[src/rtl/mc_control.sv]
// Multicycle MIPS32 control FSM: sequences fetch/decode/execute/memory/write-back
// and drives every datapath select, write enable and the ALU operation code.
module mc_control (
  input  logic       clk,
  input  logic       rst,
  input  logic [5:0] op,
  input  logic [5:0] funct,
  input  logic       zero,
  input  logic       overflow,
  output logic [2:0] alu_op,
  output logic       alu_src_a,
  output logic [1:0] alu_src_b,
  output logic [1:0] ext_op,
  output logic       pc_write,
  output logic [1:0] pc_src,
  output logic       iord,
  output logic       ir_write,
  output logic       mem_write,
  output logic       reg_write,
  output logic       reg_dst,
  output logic       mem_to_reg,
  output logic       ovf_trap,
  output logic       illegal,
  output logic [3:0] state
);

  typedef enum logic [3:0] {
    FETCH   = 4'd0,
    DECODE  = 4'd1,
    MEM_ADR = 4'd2,
    MEM_RD  = 4'd3,
    MEM_WB  = 4'd4,
    MEM_WR  = 4'd5,
    EXEC    = 4'd6,
    ALU_WB  = 4'd7,
    BRANCH  = 4'd8,
    JUMP    = 4'd9
  } state_t;

  localparam logic [5:0] OP_RTYPE = 6'b000000;
  localparam logic [5:0] OP_ADDI  = 6'b001000;
  localparam logic [5:0] OP_ADDIU = 6'b001001;
  localparam logic [5:0] OP_ORI   = 6'b001101;
  localparam logic [5:0] OP_LUI   = 6'b001111;
  localparam logic [5:0] OP_LW    = 6'b100011;
  localparam logic [5:0] OP_SW    = 6'b101011;
  localparam logic [5:0] OP_BEQ   = 6'b000100;
  localparam logic [5:0] OP_J     = 6'b000010;
  localparam logic [5:0] FN_ADDU  = 6'b100001;
  localparam logic [5:0] FN_SUBU  = 6'b100011;
  localparam logic [5:0] FN_SLT   = 6'b101010;

  state_t cur, nxt;
  logic   ovf_flag;
  logic   is_rtype, r_ok, is_addi, is_mem, is_alu_i;

  assign is_rtype = (op == OP_RTYPE);
  assign r_ok     = is_rtype && (funct == FN_ADDU || funct == FN_SUBU || funct == FN_SLT);
  assign is_addi  = (op == OP_ADDI);
  assign is_mem   = (op == OP_LW) || (op == OP_SW);
  assign is_alu_i = is_addi || (op == OP_ADDIU) || (op == OP_ORI) || (op == OP_LUI);
  assign state    = cur;

  // ovf_flag only ever carries an addi overflow from EXEC into the following ALU_WB.
  always_ff @(posedge clk) begin
    if (rst) begin
      cur      <= FETCH;
      ovf_flag <= 1'b0;
    end else begin
      cur <= nxt;
      if (cur == DECODE)
        ovf_flag <= 1'b0;
      else if (cur == EXEC)
        ovf_flag <= is_addi & overflow;
    end
  end

  always_comb begin
    nxt        = FETCH;
    alu_op     = 3'b000;
    alu_src_a  = 1'b0;
    alu_src_b  = 2'b00;
    ext_op     = 2'b00;
    pc_write   = 1'b0;
    pc_src     = 2'b00;
    iord       = 1'b0;
    ir_write   = 1'b0;
    mem_write  = 1'b0;
    reg_write  = 1'b0;
    reg_dst    = 1'b0;
    mem_to_reg = 1'b0;
    ovf_trap   = 1'b0;
    illegal    = 1'b0;
    case (cur)
      FETCH: begin
        ir_write  = 1'b1;
        alu_src_b = 2'b01;
        pc_write  = 1'b1;
        nxt       = DECODE;
      end
      DECODE: begin
        alu_src_b = 2'b11;
        ext_op    = 2'b01;
        if (is_mem)                     nxt = MEM_ADR;
        else if (r_ok || is_alu_i)      nxt = EXEC;
        else if (op == OP_BEQ)          nxt = BRANCH;
        else if (op == OP_J)            nxt = JUMP;
        else begin
          illegal = 1'b1;
          nxt     = FETCH;
        end
      end
      MEM_ADR: begin
        alu_src_a = 1'b1;
        alu_src_b = 2'b10;
        ext_op    = 2'b01;
        nxt       = (op == OP_LW) ? MEM_RD : MEM_WR;
      end
      MEM_RD: begin
        iord = 1'b1;
        nxt  = MEM_WB;
      end
      MEM_WB: begin
        reg_write  = 1'b1;
        mem_to_reg = 1'b1;
      end
      MEM_WR: begin
        iord      = 1'b1;
        mem_write = 1'b1;
      end
      // Every EXEC operation uses reg A; only the B operand and extension differ.
      EXEC: begin
        alu_src_a = 1'b1;
        nxt       = ALU_WB;
        if (is_rtype) begin
          alu_src_b = 2'b00;
          case (funct)
            FN_SUBU: alu_op = 3'b001;
            FN_SLT:  alu_op = 3'b011;
            default: alu_op = 3'b000;
          endcase
        end else begin
          alu_src_b = 2'b10;
          case (op)
            OP_ADDI: begin ext_op = 2'b01; alu_op = 3'b100; end
            OP_ORI:  begin ext_op = 2'b00; alu_op = 3'b010; end
            OP_LUI:  begin ext_op = 2'b10; alu_op = 3'b010; end
            default: begin ext_op = 2'b01; alu_op = 3'b000; end
          endcase
        end
      end
      ALU_WB: begin
        reg_dst   = is_rtype;
        reg_write = ~ovf_flag;
        ovf_trap  = ovf_flag;
      end
      BRANCH: begin
        alu_src_a = 1'b1;
        alu_op    = 3'b001;
        pc_src    = 2'b01;
        pc_write  = zero;
      end
      JUMP: begin
        pc_src   = 2'b10;
        pc_write = 1'b1;
      end
      default: nxt = FETCH;
    endcase

    // Reset presents FETCH selects with every enable and pulse held low.
    if (rst) begin
      alu_op     = 3'b000;
      alu_src_a  = 1'b0;
      alu_src_b  = 2'b01;
      ext_op     = 2'b00;
      pc_write   = 1'b0;
      pc_src     = 2'b00;
      iord       = 1'b0;
      ir_write   = 1'b0;
      mem_write  = 1'b0;
      reg_write  = 1'b0;
      reg_dst    = 1'b0;
      mem_to_reg = 1'b0;
      ovf_trap   = 1'b0;
      illegal    = 1'b0;
    end
  end

endmodule
[config.mk]
export PLATFORM = sky130hd
export DESIGN_NAME = mc_control
export DESIGN_NICKNAME = d
export VERILOG_FILES = /design/src/rtl/mc_control.sv
export SDC_FILE = /design/constraint.sdc
export NUM_CORES = 1
export LEC_CHECK = 0
export ABC_AREA = 1
export BUFFER_PORTS_ARGS = -buffer_cell sky130_fd_sc_hd__buf_2
export CAP_MARGIN = 20
export CORE_UTILIZATION = 32
export CTS_BUF_LIST = sky130_fd_sc_hd__clkbuf_4 sky130_fd_sc_hd__clkbuf_8 sky130_fd_sc_hd__clkbuf_16
export DETAILED_ROUTE_END_ITERATION = 6
export PLACE_DENSITY = 0.69
export SYNTH_ARGS = -nofsm -noshare
export SYNTH_HDL_FRONTEND = slang
export SYNTH_SLANG_ARGS = --single-unit
[constraint.sdc]
create_clock -name clk -period 1.2 [get_ports clk]
set_input_delay 0.36 -clock clk [delete_from_list [all_inputs] [get_ports clk]]
set_output_delay 0.36 -clock clk [all_outputs]
set_load 0.02 [all_outputs]
==> flow_metrics.env <==
export IMPL_grt_setup_unrepaired="true"
export IMPL_ios=39
export IMPL_power_share_clock=0.298
export IMPL_antenna_left=0
export IMPL_leakage_nw=0.8041
export IMPL_reg2reg_to="state[2]"
export IMPL_pre_cts_ws_ps=-551.6
export IMPL_setup_ws_ps=-683.0
export IMPL_cp_arrival_ps=1520
export IMPL_die_area_um2=2185
export IMPL_multi_input_area_um2=752.0
export IMPL_hpwl_mm=2.085
export IMPL_min_path_type="in -> reg"
export IMPL_p_sw_frac=0.4197
export IMPL_synth_cell_area_um2=640.6
export IMPL_port_buffers=38
export IMPL_synth_distinct_cells=17
export IMPL_wl_per_cell_um=22.13
export IMPL_grt_start_max_net_pins=8
export IMPL_synthMuxAreaShare=0
export IMPL_final_instance_count_excl_fill=232
export IMPL_path_max_fanout=5
export IMPL_seq_area_frac_synth=0.1563
export IMPL_cts_root_buf="clkbuf_4"
export IMPL_violations="setup timing"
export IMPL_status="finished, violations left"
export IMPL_overflow=0
export IMPL_worstSetupPathType="in -> out"
export IMPL_combinationalPowerShare=0.499
export IMPL_synth_compound_area_share=0.1270
export IMPL_power_internal_mw=0.4958
export IMPL_die_h_um=46.74
export IMPL_ir_drop_mv=0.5759
export IMPL_dp_cells=217
export IMPL_track_usage=0.3339
export IMPL_power_density_nw_per_um2=498.4
export IMPL_fin_nets=224
export IMPL_critPathRequiredTime_ps=840
export IMPL_diodes=0
export IMPL_start_util=0.3556
export IMPL_whs_ps=398.1
export IMPL_cts_buffer_depth=2
export IMPL_min_period_ps=1883
export IMPL_gp_routability_congestion=0.7948
export IMPL_final_setup_tns_ps=-12040
export IMPL_drive_gt1_frac=0.7198
export IMPL_slew_violations=0
export IMPL_p_total_mw=0.8543
export IMPL_hold_path_depth=3
export IMPL_route_detailed_drc=0
export IMPL_yosys_area_share_simple=0.5391
export IMPL_ys_seq_elements=5
export IMPL_cts_sinks=5
export IMPL_dr_total_vias=1423
export IMPL_htreeDepth=1
export IMPL_seqPwrFrac=0.204
export IMPL_insertion_delay_ps=270
export IMPL_coreArea_um2=1802
export IMPL_regArea_um2=115.1
export IMPL_die_x_um=46.74
export IMPL_setup_viol=26
export IMPL_fill_cells=47
export IMPL_clk_pin_slew_ps=50
export IMPL_synth_xor_area_share=0
export IMPL_fin_crit_sh=1.569
export IMPL_area_growth_pct=167.6
export IMPL_syn_inst=126
export IMPL_cp_end_kind="primary output"
export IMPL_avgSynthCellArea_um2=5.084
export IMPL_skew_ps=3.038
export IMPL_syn_nets=142
export IMPL_ff2ff_path_depth=9
export IMPL_antenna_found_initial=0
export IMPL_max_clock_freq_ghz=0.5311
export IMPL_yosysWarnings=0
export IMPL_synth_top_family_by_area="simple AND/OR/NAND/NOR gates"
export IMPL_cap_violations=0
export IMPL_drt_initial_drc_count=98
export IMPL_p_sw_mw=0.3585
export IMPL_finalHoldViolCount=0
export IMPL_worstMarginPinSlew_ps=414.1
export IMPL_holdPathEnd="ovf_flag"
export IMPL_slew_headroom=0.7210
export IMPL_hp_start="overflow"
export IMPL_numCtsBuffers=3
export IMPL_r2r_slack_ps=-270
export IMPL_cts_tree="done"
export IMPL_grt_pass1_wl_mm=4.968
export IMPL_r2r_start="state[3]"
export IMPL_yosys_area_share_adder=0
export IMPL_rows=15
export IMPL_wl_mm=5.135
export IMPL_grt_pass1_vias=1189
export IMPL_dr_pass1_iters=4
export IMPL_avgViaCountPerCell=6.134
export IMPL_start_kind="input pin"
## final cells by class
cell class | instances | area share
inverters | 29 | 0.07007
well taps | 25 | 0.01825
repair buffers | 78 | 0.3883
clock buffers | 4 | 0.01752
multi-input cells | 91 | 0.4387
flip-flops and latches | 5 | 0.06715
## metal layers
metal  global-route usage  wire [um]  vias up
met2               0.6028       2362      162
met4               0.2971        656        0
met5                    0          0        -
met1               0.3240       1616      621
li1                     -          -      560
met3              0.05385        500       80
## layout by cell type, fill, tap and decap left out, drive strengths merged
cell type / n
buf: 78
nor2: 30
inv: 28
nand2: 24
nand3: 14
a21oi: 9
dfxtp: 5
clkbuf: 4
nor3: 4
o21ai: 4
nand4: 3
o22ai: 2
clkinv: 1
and3: 1
## sequential cells by signal (all words and copies together), names as in the netlist
register and count:
ovf_flag 1, state 4
## cells in the mapped netlist
master	instances	area, um2
nor2_2	1	6.260
nand4_1	3	18.77
nor2_4	2	22.52
nor3_1	4	20.02
clkbuf_1	1	3.750
clkinv_2	1	5.000
o21ai_0	4	20.02
dfxtp_1	5	100.1
and3_1	1	6.260
inv_1	28	105.1
nand2_1	24	90.09
o22ai_1	2	12.51
nand3_2	2	20.02
nand3_1	12	60.06
a21oi_2	1	8.760
nor2_1	27	101.4
a21oi_1	8	40.04
## how the worst max path moves through the flow
stage | start | to | slack, ps | depth (start not counted)
after floorplan | op[1] | illegal | -220 | 6
after global placement | op[1] | illegal | -510 | 8
after detailed placement | op[1] | illegal | -550 | 8
after CTS | state[0] | alu_op[2] | -590 | 7
after global routing | funct[0] | illegal | -820 | 9
final | op[5] | alu_op[2] | -680 | 8
## timing repair
action / CTS / global route
hold buffers: 0 / 0
setup buffers: 8 / 7
gates resized for setup: 54 / 31
setup endpoints to repair: 22 / 28
pin swaps: 7 / 13
## power by group through the flow
stage | clock network, mW | registers, mW | logic [mW]
after detailed placement | 0 | 0.176 | 0.292
after global routing | 0.271 | 0.173 | 0.443
after CTS | 0.248 | 0.173 | 0.340
final | 0.254 | 0.174 | 0.426
after floorplan | 0 | 0.182 | 0.151
after global placement | 0 | 0.175 | 0.283
## worst max-delay path, cell delays in order
cell     delay (ps)
buf_2           120
nor2_4          200
nand2_1         100
nor2_1          230
and3_4          250
inv_2            50
nor2_4           70
buf_6           120
## kinds of logic (layout without fill, tap and decap cells)
family	Yosys count	after routing
AO/OA/AOI/OAI	15	15
buffers and inverters	30	111
flip-flops	5	5
AND/OR/NAND/NOR	76	76
## metrics by stage
| stage | utilization | cell area (um2) |
|---|---|---|
| global route | 0.9514 | 1714 |
| CTS | 0.8694 | 1567 |
| global placement | 0.7236 | 1304 |
| finish | 0.9514 | 1714 |
| floorplan | - | 859.6 |
| detailed placement | 0.7236 | 1304 |
No activity file was read; power rests on OpenSTA's default activity.
